`src/rtl/seq_mul_unit_pkg.sv`:
```
// rtl/seq_mul_unit_pkg.sv - shared state type and width helpers for the sequential multiplier
package mul_pkg;

   typedef enum logic [1:0] {IDLE, CALC, DONE} mul_state_t;

   function automatic int prod_width(input int w);
      return 2 * w;
   endfunction

   function automatic int clog2(input int v);
      return $clog2(v);
   endfunction

endpackage

```
`src/rtl/seq_mul_unit_if.sv`:
```
// rtl/seq_mul_unit_if.sv - operand/product handshake bundle for seq_mul_unit
interface seq_mul_unit_if #(
   parameter int WIDTH = 5
);
   logic                 in_valid;
   logic                 in_ready;
   logic [WIDTH-1:0]     a;
   logic [WIDTH-1:0]     b;
   logic                 signed_mode;
   logic                 out_valid;
   logic                 out_ready;
   logic [2*WIDTH-1:0]   p;
   logic                 ovf;
   logic                 zero;

   modport master (
      output in_valid, a, b, signed_mode, out_ready,
      input  in_ready, out_valid, p, ovf, zero
   );

   modport slave (
      input  in_valid, a, b, signed_mode, out_ready,
      output in_ready, out_valid, p, ovf, zero
   );
endinterface

```
`src/rtl/seq_mul_unit_cond_negate.sv`:
```
// rtl/seq_mul_unit_cond_negate.sv - conditional two's complement negation
module cond_negate #(
   parameter int N = 8
) (
   input  logic         neg,
   input  logic [N-1:0] x,
   output logic [N-1:0] y
);
   assign y = neg ? (~x + N'(1)) : x;
endmodule

```
`src/rtl/seq_mul_unit.sv`:
```
// rtl/seq_mul_unit.sv - iterative shift-add multiplier, signed/unsigned, valid/ready on both sides
module seq_mul_unit
   import mul_pkg::*;
#(
   parameter int WIDTH     = 5,
   parameter int ZERO_SKIP = 1
) (
   input logic           clk,
   input logic           rst,
   seq_mul_unit_if.slave bus
);
   localparam int PW = prod_width(WIDTH);
   localparam int CW = clog2(WIDTH + 1);

   mul_state_t       state_q, state_d;
   logic [CW-1:0]    cnt_q;
   logic [PW-1:0]    acc_q, mcand_q, acc_d, p_d, p_q;
   logic [WIDTH-1:0] mplier_q, mag_a, mag_b;
   logic             mode_q, neg_q, ovf_q, zero_q, ovf_d;
   logic             zero_op, skip, last;

   cond_negate #(.N(WIDTH)) u_mag_a (
      .neg(bus.signed_mode & bus.a[WIDTH-1]), .x(bus.a), .y(mag_a)
   );
   cond_negate #(.N(WIDTH)) u_mag_b (
      .neg(bus.signed_mode & bus.b[WIDTH-1]), .x(bus.b), .y(mag_b)
   );

   // Multiplicand and multiplier are shifted in place, so bit cnt is always at mplier_q[0].
   assign acc_d = acc_q + (mplier_q[0] ? mcand_q : '0);

   cond_negate #(.N(PW)) u_prod (.neg(neg_q), .x(acc_d), .y(p_d));

   assign ovf_d   = mode_q ? ~((&p_d[PW-1:WIDTH-1]) | ~(|p_d[PW-1:WIDTH-1]))
                           : (|p_d[PW-1:WIDTH]);
   assign zero_op = (bus.a == '0) || (bus.b == '0);
   assign skip    = (ZERO_SKIP != 0) && zero_op;
   assign last    = (cnt_q == CW'(WIDTH - 1));

   always_ff @(posedge clk) begin
      if (rst) state_q <= IDLE;
      else     state_q <= state_d;
   end

   always_comb begin
      state_d       = state_q;
      bus.in_ready  = 1'b0;
      bus.out_valid = 1'b0;
      case (state_q)
         IDLE: begin
            bus.in_ready = 1'b1;
            if (bus.in_valid) state_d = skip ? DONE : CALC;
         end
         CALC: if (last) state_d = DONE;
         DONE: begin
            bus.out_valid = 1'b1;
            if (bus.out_ready) state_d = IDLE;
         end
         default: state_d = IDLE;
      endcase
   end

   always_ff @(posedge clk) begin
      if (rst) begin
         cnt_q    <= '0;
         acc_q    <= '0;
         mcand_q  <= '0;
         mplier_q <= '0;
         mode_q   <= 1'b0;
         neg_q    <= 1'b0;
         p_q      <= '0;
         ovf_q    <= 1'b0;
         zero_q   <= 1'b0;
      end else if (state_q == IDLE && bus.in_valid) begin
         mode_q   <= bus.signed_mode;
         neg_q    <= bus.signed_mode & (bus.a[WIDTH-1] ^ bus.b[WIDTH-1]);
         mcand_q  <= PW'(mag_a);
         mplier_q <= mag_b;
         acc_q    <= '0;
         cnt_q    <= '0;
         if (skip) begin
            p_q    <= '0;
            ovf_q  <= 1'b0;
            zero_q <= 1'b1;
         end
      end else if (state_q == CALC) begin
         acc_q    <= acc_d;
         mcand_q  <= mcand_q << 1;
         mplier_q <= mplier_q >> 1;
         cnt_q    <= cnt_q + CW'(1);
         if (last) begin
            p_q    <= p_d;
            ovf_q  <= ovf_d;
            zero_q <= (p_d == '0);
         end
      end
   end

   assign bus.p    = p_q;
   assign bus.ovf  = ovf_q;
   assign bus.zero = zero_q;
endmodule

```
`src/flat_wrapper.sv`:
```
// flat-port wrapper written by rule: the top's interface ports become plain ports
module seq_mul_unit_flat import mul_pkg::*;
#(
   parameter int WIDTH     = 5,
   parameter int ZERO_SKIP = 1
)
  (clk, rst, bus_in_valid, bus_a, bus_b, bus_signed_mode, bus_out_ready, bus_in_ready, bus_out_valid, bus_p, bus_ovf, bus_zero);
  seq_mul_unit_if #(.WIDTH(WIDTH)) bus_i ();
  input logic clk;
  input logic rst;
  input wire logic [$bits(bus_i.in_valid)-1:0] bus_in_valid;
  input wire logic [$bits(bus_i.a)-1:0] bus_a;
  input wire logic [$bits(bus_i.b)-1:0] bus_b;
  input wire logic [$bits(bus_i.signed_mode)-1:0] bus_signed_mode;
  input wire logic [$bits(bus_i.out_ready)-1:0] bus_out_ready;
  output wire logic [$bits(bus_i.in_ready)-1:0] bus_in_ready;
  output wire logic [$bits(bus_i.out_valid)-1:0] bus_out_valid;
  output wire logic [$bits(bus_i.p)-1:0] bus_p;
  output wire logic [$bits(bus_i.ovf)-1:0] bus_ovf;
  output wire logic [$bits(bus_i.zero)-1:0] bus_zero;
  assign bus_i.in_valid = bus_in_valid;
  assign bus_i.a = bus_a;
  assign bus_i.b = bus_b;
  assign bus_i.signed_mode = bus_signed_mode;
  assign bus_i.out_ready = bus_out_ready;
  assign bus_in_ready = bus_i.in_ready;
  assign bus_out_valid = bus_i.out_valid;
  assign bus_p = bus_i.p;
  assign bus_ovf = bus_i.ovf;
  assign bus_zero = bus_i.zero;
  seq_mul_unit #(.WIDTH(WIDTH), .ZERO_SKIP(ZERO_SKIP)) u_core (.clk(clk), .rst(rst), .bus(bus_i));
endmodule
```
`config.mk`:
```
export PLATFORM = sky130hd
export DESIGN_NAME = seq_mul_unit_flat
export DESIGN_NICKNAME = d
export VERILOG_FILES = /design/src/rtl/seq_mul_unit_pkg.sv /design/src/rtl/seq_mul_unit_if.sv /design/src/rtl/seq_mul_unit_cond_negate.sv /design/src/rtl/seq_mul_unit.sv /design/src/flat_wrapper.sv
export SDC_FILE = /design/constraint.sdc
export NUM_CORES = 1
export LEC_CHECK = 0
export CAP_MARGIN = 10
export CORE_MARGIN = 10
export CORE_UTILIZATION = 55
export DETAILED_ROUTE_END_ITERATION = 10
export PLACE_DENSITY = 0.78
export RECOVER_POWER = 100
export SETUP_SLACK_MARGIN = 0.02
export SYNTH_ARGS = -nofsm -noshare
export SYNTH_HDL_FRONTEND = slang
export SYNTH_SLANG_ARGS = --single-unit
```
`constraint.sdc`:
```
create_clock -name clk -period 6.1 [get_ports clk]
set_clock_uncertainty 0.1 [all_clocks]
set_input_delay 0.61 -clock clk [delete_from_list [all_inputs] [get_ports clk]]
set_output_delay 0.61 -clock clk [all_outputs]
set_load 0.005 [all_outputs]
```
==> results of run 1 <==
==> power breakdown <==
part | leakage (nW) | switching, mW | internal (mW)
combinational | 0.861 | 0.0727 | 0.0531
sequential | 0.357 | 0.0153 | 0.300
clock | 0.0445 | 0.0980 | 0.0921
total | 1.26 | 0.186 | 0.445
==> layer usage <==
| metal | track usage | vias up | wire [um] |
|---|---|---|---|
| li1 | - | 1215 | - |
| met1 | 0.1890 | 1117 | 2875 |
| met2 | 0.2883 | 51 | 3083 |
| met3 | 0.03339 | 11 | 219 |
| met4 | 0.06792 | 0 | 99 |
| met5 | 0 | - | 0 |
==> logic make-up (layout without fill, tap and decap cells) <==
group,after synthesis,count (layout),synth area share
flops,44,44,0.3302
compound gates,83,83,0.2200
xor+xnor,18,18,0.05910
mux,4,4,0.01595
simple gates,136,136,0.2472
buf+inv,32,53,0.04503
fa+ha+maj,17,17,0.08255
==> cell usage in the layout (no fill, tap or decap), types with 3 or more instances in the layout <==
cell type and n:
o21ai_0 9, inv_1 14, nand3_1 5, clkbuf_1 3, a32oi_1 4, a21oi_1 30, nor3_1 9, nand4_1 3
or2_2 3, nand2b_1 4, nand2_1 40, or3_1 5, o221a_2 4, clkdlybuf4s50_1 11, dlygate4sd3_1 17, and2_1 9
nor2_1 37, clkbuf_8 6, xnor2_1 11, ha_1 16, nor2b_1 7, dfxtp_1 44, a22oi_1 11, a21o_1 6
and3_1 3, xor2_1 7
==> state kept, by name, summed over array words and instances (netlist names) <==
signal and flops:
u_core.neg_q 1, u_core.bus.ovf 1, u_core.bus.zero 1, u_core.mplier_q 5
u_core.bus.p 10, u_core.state_q 2, u_core.mcand_q 10, u_core.cnt_q 3
u_core.acc_q 10, u_core.mode_q 1
==> critical path, cell delays in order (launching register included) <==
cell	delay, ns
dfxtp_1	0.41
and2_0	0.18
ha_1	0.21
fa_1	0.43
a21o_1	0.23
a221oi_1	0.32
xnor2_1	0.19
o21bai_1	0.24
o41ai_1	0.42
xor2_1	0.19
o31a_1	0.34
nor3_2	0.13
==> how the worst max path moves through the flow <==
stage,start,endpoint,slack (ns),cells after the start
floorplan,u_core.mplier_q[0],u_core.bus.ovf,3.01,12
global placement,u_core.mplier_q[0],u_core.bus.ovf,2.89,11
detailed placement,u_core.mplier_q[0],u_core.bus.ovf,2.80,11
CTS,u_core.mplier_q[0],u_core.bus.ovf,2.76,11
global route,u_core.mplier_q[0],u_core.bus.ovf,2.38,11
finish,u_core.mplier_q[0],u_core.bus.zero,2.60,11
==> through the flow <==
| stage | area [um^2] | power, mW | hold WS, ns | cells |
|---|---|---|---|---|
| finish | 3054 | 0.6312 | 0.3633 | 422 |
| global route | 3054 | 0.6645 | 0.3805 | 422 |
| CTS | 3080 | 0.6373 | 0.3647 | 422 |
| detailed placement | 2987 | 0.4494 | 0.3537 | 414 |
| global placement | 2987 | 0.4473 | 0.3485 | 414 |
| floorplan | 2668 | 0.4112 | 0.3364 | 334 |
==> layout make-up <==
type / instances / area, um^2 / share of cell area
Multi-Input combinational cell: 258 / 1648 / 0.5395
Tap cell: 67 / 83.83 / 0.02745
Sequential cell: 44 / 880.8 / 0.2884
Timing Repair Buffer: 31 / 295.3 / 0.09668
Clock buffer: 7 / 86.33 / 0.02827
Clock inverter: 1 / 7.507 / 0.002458
Inverter: 14 / 52.55 / 0.01721
==> flow_metrics.tcl, run 1 <==
set metrics [dict create \
    post-place-ws_ns 2.800 \
    clock_path_buffers 2 \
    synth_most_common_cell "dfxtp_1" \
    peakVddDrop_mv 0.1121 \
    num_antenna_cells 0 \
    worst_ep_arrival_time_ns 3.62 \
    min_period_over_period 0.5737 \
    yosysUniqueCellTypes 50 \
    end_kind "flop" \
    via_per_inst 5.673 \
    fillers 426 \
    rsz0062_at_grt "no" \
    synth_fp_nets 366 \
    synth_commonest_cells "dfxtp_1, nand2_1, nor2_1" \
    cp-start-kind "flop" \
    drc_errors 0 \
    cts_root_buf "clkbuf_8" \
    cts_buffers 5 \
    die-area_mm2 0.008035 \
    synth_top_area_share 0.3302 \
    gp_congestion 0.8195 \
    clock.fmax_mhz 285.8 \
    post-cts-setup-buffer-count 0 \
    hold_path_depth 2 \
    hp-start "u_core.acc_q[0]" \
    drtPass1Iterations 4 \
    synth_ff_type "dfxtp_1" \
    setup_ws_ns 2.601 \
    layout.nets 386 \
    slew_viol_final 0 \
    avgSynthCellArea_um2 7.987 \
    die_w_um 89.64 \
    grt_use_total 0.1641 \
    htree_levels 2 \
    setup_violations 0 \
    hold_viol 0 \
    p_leak_nw 1.262 \
    timing.slew.headroom 0.1898 \
    tightest_slew_ns 1.215 \
    timing.rr.start "u_core.mplier_q[0]" \
    wirelength_mm 6.278 \
    syn_inst 334 \
    layout-drive-gt1-share 0.05634 \
    cts_sinks 44 \
    grt_pass1_vias 2399 \
    core_mm2 0.004723 \
    status "finished, final reports clean" \
    synth_area_mm2 0.002668 \
    fp.dieH_um 89.64 \
    drt-initial-drc-count 188 \
    wl_per_cell_um 14.88 \
    antenna_left 0 \
    ys_seq_elements 44 \
    worstPathMaxFanout 11 \
    synthArstFlopShare 0 \
    worstReg2RegEnd "u_core.bus.zero" \
    clk_latency_ns 0.30 \
    pin_count 29 \
    finalWorstPathRequiredPeriod_ns 3.500 \
    utilization 0.6466 \
    max_cap_viol_count 0 \
    required_ns 6.22 \
    fin_tns_setup_ns 0 \
    antenna_found_initial 0 \
    cts_tree "yes" \
    area_growth_pct 14.49 \
    gr-total-overflow 0 \
    clk_pin_slew_ns 0.09 \
    yosys_warnings 0 \
    synth_area_leader_cell "dfxtp_1" \
    r2r_cells 11 \
    powerDensity_mw_per_mm2 206.7 \
    rrSetupSlack_ns 2.60 \
    ys_seq_area_frac 0.3302 \
    min_to "u_core.acc_q[0]" \
    hp-class "flop to flop" \
    crit_type "flop to flop" \
    cts_hold_buf 0 \
    grt_max_degree 26 \
    cts.repair.resized 0 \
    io_buffers 28 \
    grt_pass1_wl_mm 10.59 \
    hpwl_mm 4.752 \
    synth_edf_count 0 \
    vias 2394 \
    synth.top_cells.by_area "dfxtp_1, ha_1, a21oi_1" \
    initial_core_util 0.5648 \
    rows 25 \
]
Note: power is estimated with default switching activity, not from simulation.
==> inputs of run 2 (changes only) <==
- clock period: 6.1 -> 3.5 ns (I/O delays scaled with it)
==> flow_metrics.tcl, run 2 (synthesized netlist as in run 1, its figures left out) <==
set metrics [dict create \
    layout.nets 390 \
    rows 25 \
    mostFrequentLayoutCell "dfxtp_1" \
    min_to "u_core.acc_q[0]" \
    hold_viol 0 \
    crit_type "flop to flop" \
    drtPass1Iterations 5 \
    fin_cells 425 \
    num_antenna_cells 0 \
    finalWorstPathRequiredPeriod_ns 3.303 \
    required_ns 3.63 \
    htree_levels 2 \
    r2r_cells 10 \
    core_mm2 0.004723 \
    hp-class "flop to flop" \
    drc_errors 0 \
    status "finished, final reports clean" \
    clk_pin_slew_ns 0.08 \
    worstReg2RegEnd "u_core.bus.zero" \
    area_growth_pct 17.12 \
    setup_violations 0 \
    die-area_mm2 0.008035 \
    clock.fmax_mhz 302.7 \
    layout_common_cells "dfxtp_1, nand2_1, nor2_1" \
    cts_sinks 44 \
    wl_per_cell_um 15.48 \
    gp_congestion 0.9234 \
    grt_pass1_wl_mm 10.89 \
    cts_tree "yes" \
    timing.slew.headroom 0.3184 \
    p_leak_nw 1.299 \
    grt_use_total 0.1719 \
    layout-drive-gt1-share 0.08380 \
    initial_core_util 0.5648 \
    clk_latency_ns 0.30 \
    drt-initial-drc-count 128 \
    cts_root_buf "clkbuf_8" \
    grt_max_degree 25 \
    end_kind "flop" \
    die_w_um 89.64 \
    hold_path_depth 2 \
    worst_ep_arrival_time_ns 3.43 \
    fp.dieH_um 89.64 \
    via_per_inst 5.638 \
    rrSetupSlack_ns 0.20 \
    peakVddDrop_mv 0.1712 \
    gr-total-overflow 0 \
    max_cap_viol_count 0 \
    cp-start-kind "flop" \
    powerDensity_mw_per_mm2 348.0 \
    io_buffers 28 \
    fin_tns_setup_ns 0 \
    grt_pass1_vias 2307 \
    pin_count 29 \
    post-cts-setup-buffer-count 0 \
    min_period_over_period 0.9438 \
    worstPathMaxFanout 11 \
    cts_buffers 5 \
    antenna_left 0 \
    antenna_found_initial 0 \
    slew_viol_final 0 \
    timing.rr.start "u_core.mplier_q[0]" \
    vias 2396 \
    post-place-cells 418 \
    hpwl_mm 4.857 \
    hp-start "u_core.acc_q[0]" \
    tightest_slew_ns 1.022 \
    rsz0062_at_grt "no" \
    wirelength_mm 6.579 \
    clock_path_buffers 2 \
]
## run 2: area by class of cell
class	count	area (um^2)
inverters	14	52.55
fillers	430	1599
clock inverters	2	12.51
repair buffers	35	321.6
clock buffers	5	68.82
multi-input cells	258	1703
flip-flops and latches	44	882.1
well taps	67	83.83
## run 2: power by group
| group | total, mW | switching (mW) | internal [mW] | leakage (nW) |
|---|---|---|---|---|
| clock network | 0.308 | 0.173 | 0.135 | 0.0400 |
| registers | 0.550 | 0.0266 | 0.523 | 0.357 |
| logic | 0.229 | 0.132 | 0.0973 | 0.901 |
| total | 1.09 | 0.331 | 0.756 | 1.30 |
## run 2: critical path, stage by stage, from the launching register on
cell,delay (ns)
dfxtp_2,0.37
and2_0,0.15
ha_1,0.22
fa_1,0.43
and3_1,0.20
or3_1,0.33
a221o_1,0.43
o41ai_4,0.36
xor2_2,0.17
o31a_1,0.33
nor3_2,0.14
## run 2: worst max-delay path by stage
stage	start	end	slack, ns	cells after the start
after floorplan	u_core.mplier_q[0]	u_core.bus.ovf	0.41	12
after CTS	u_core.mplier_q[0]	u_core.bus.ovf	0.11	11
after global routing	u_core.mplier_q[0]	u_core.bus.ovf	0.03	11
after global placement	u_core.mplier_q[0]	u_core.bus.ovf	0.33	11
after detailed placement	u_core.mplier_q[0]	u_core.bus.ovf	0.16	11
final	u_core.mplier_q[0]	u_core.bus.zero	0.20	10
## run 2: metrics by stage
step | cell area, um^2 | power, mW | setup WS (ns) | hold WS, ns | util
final | 3124 | 1.087 | 0.1967 | 0.3705 | 0.6615
after global routing | 3124 | 1.143 | 0.02885 | 0.3786 | 0.6615
after CTS | 3098 | 1.087 | 0.1087 | 0.3691 | 0.6559
after detailed placement | 3017 | 0.7870 | 0.1582 | 0.3575 | 0.6387
after global placement | 3017 | 0.7809 | 0.3288 | 0.3474 | 0.6387
after floorplan | 2668 | 0.7167 | 0.4074 | 0.3364 | -
## run 2: routing by layer
metal	GRT usage	wire length, um	vias to the layer above	share of wire
li1	-	-	1221	-
met1	0.2064	3071	1135	0.47
met2	0.2909	3190	34	0.48
met3	0.04061	250	6	0.038
met4	0.06358	67	0	0.010
met5	0	0	-	0
## run 2: timing repair
| action | CTS | global route |
|---|---|---|
| gates resized for setup | 0 | 8 |
| setup endpoints to repair | 0 | 3 |
| hold buffers | 0 | 0 |
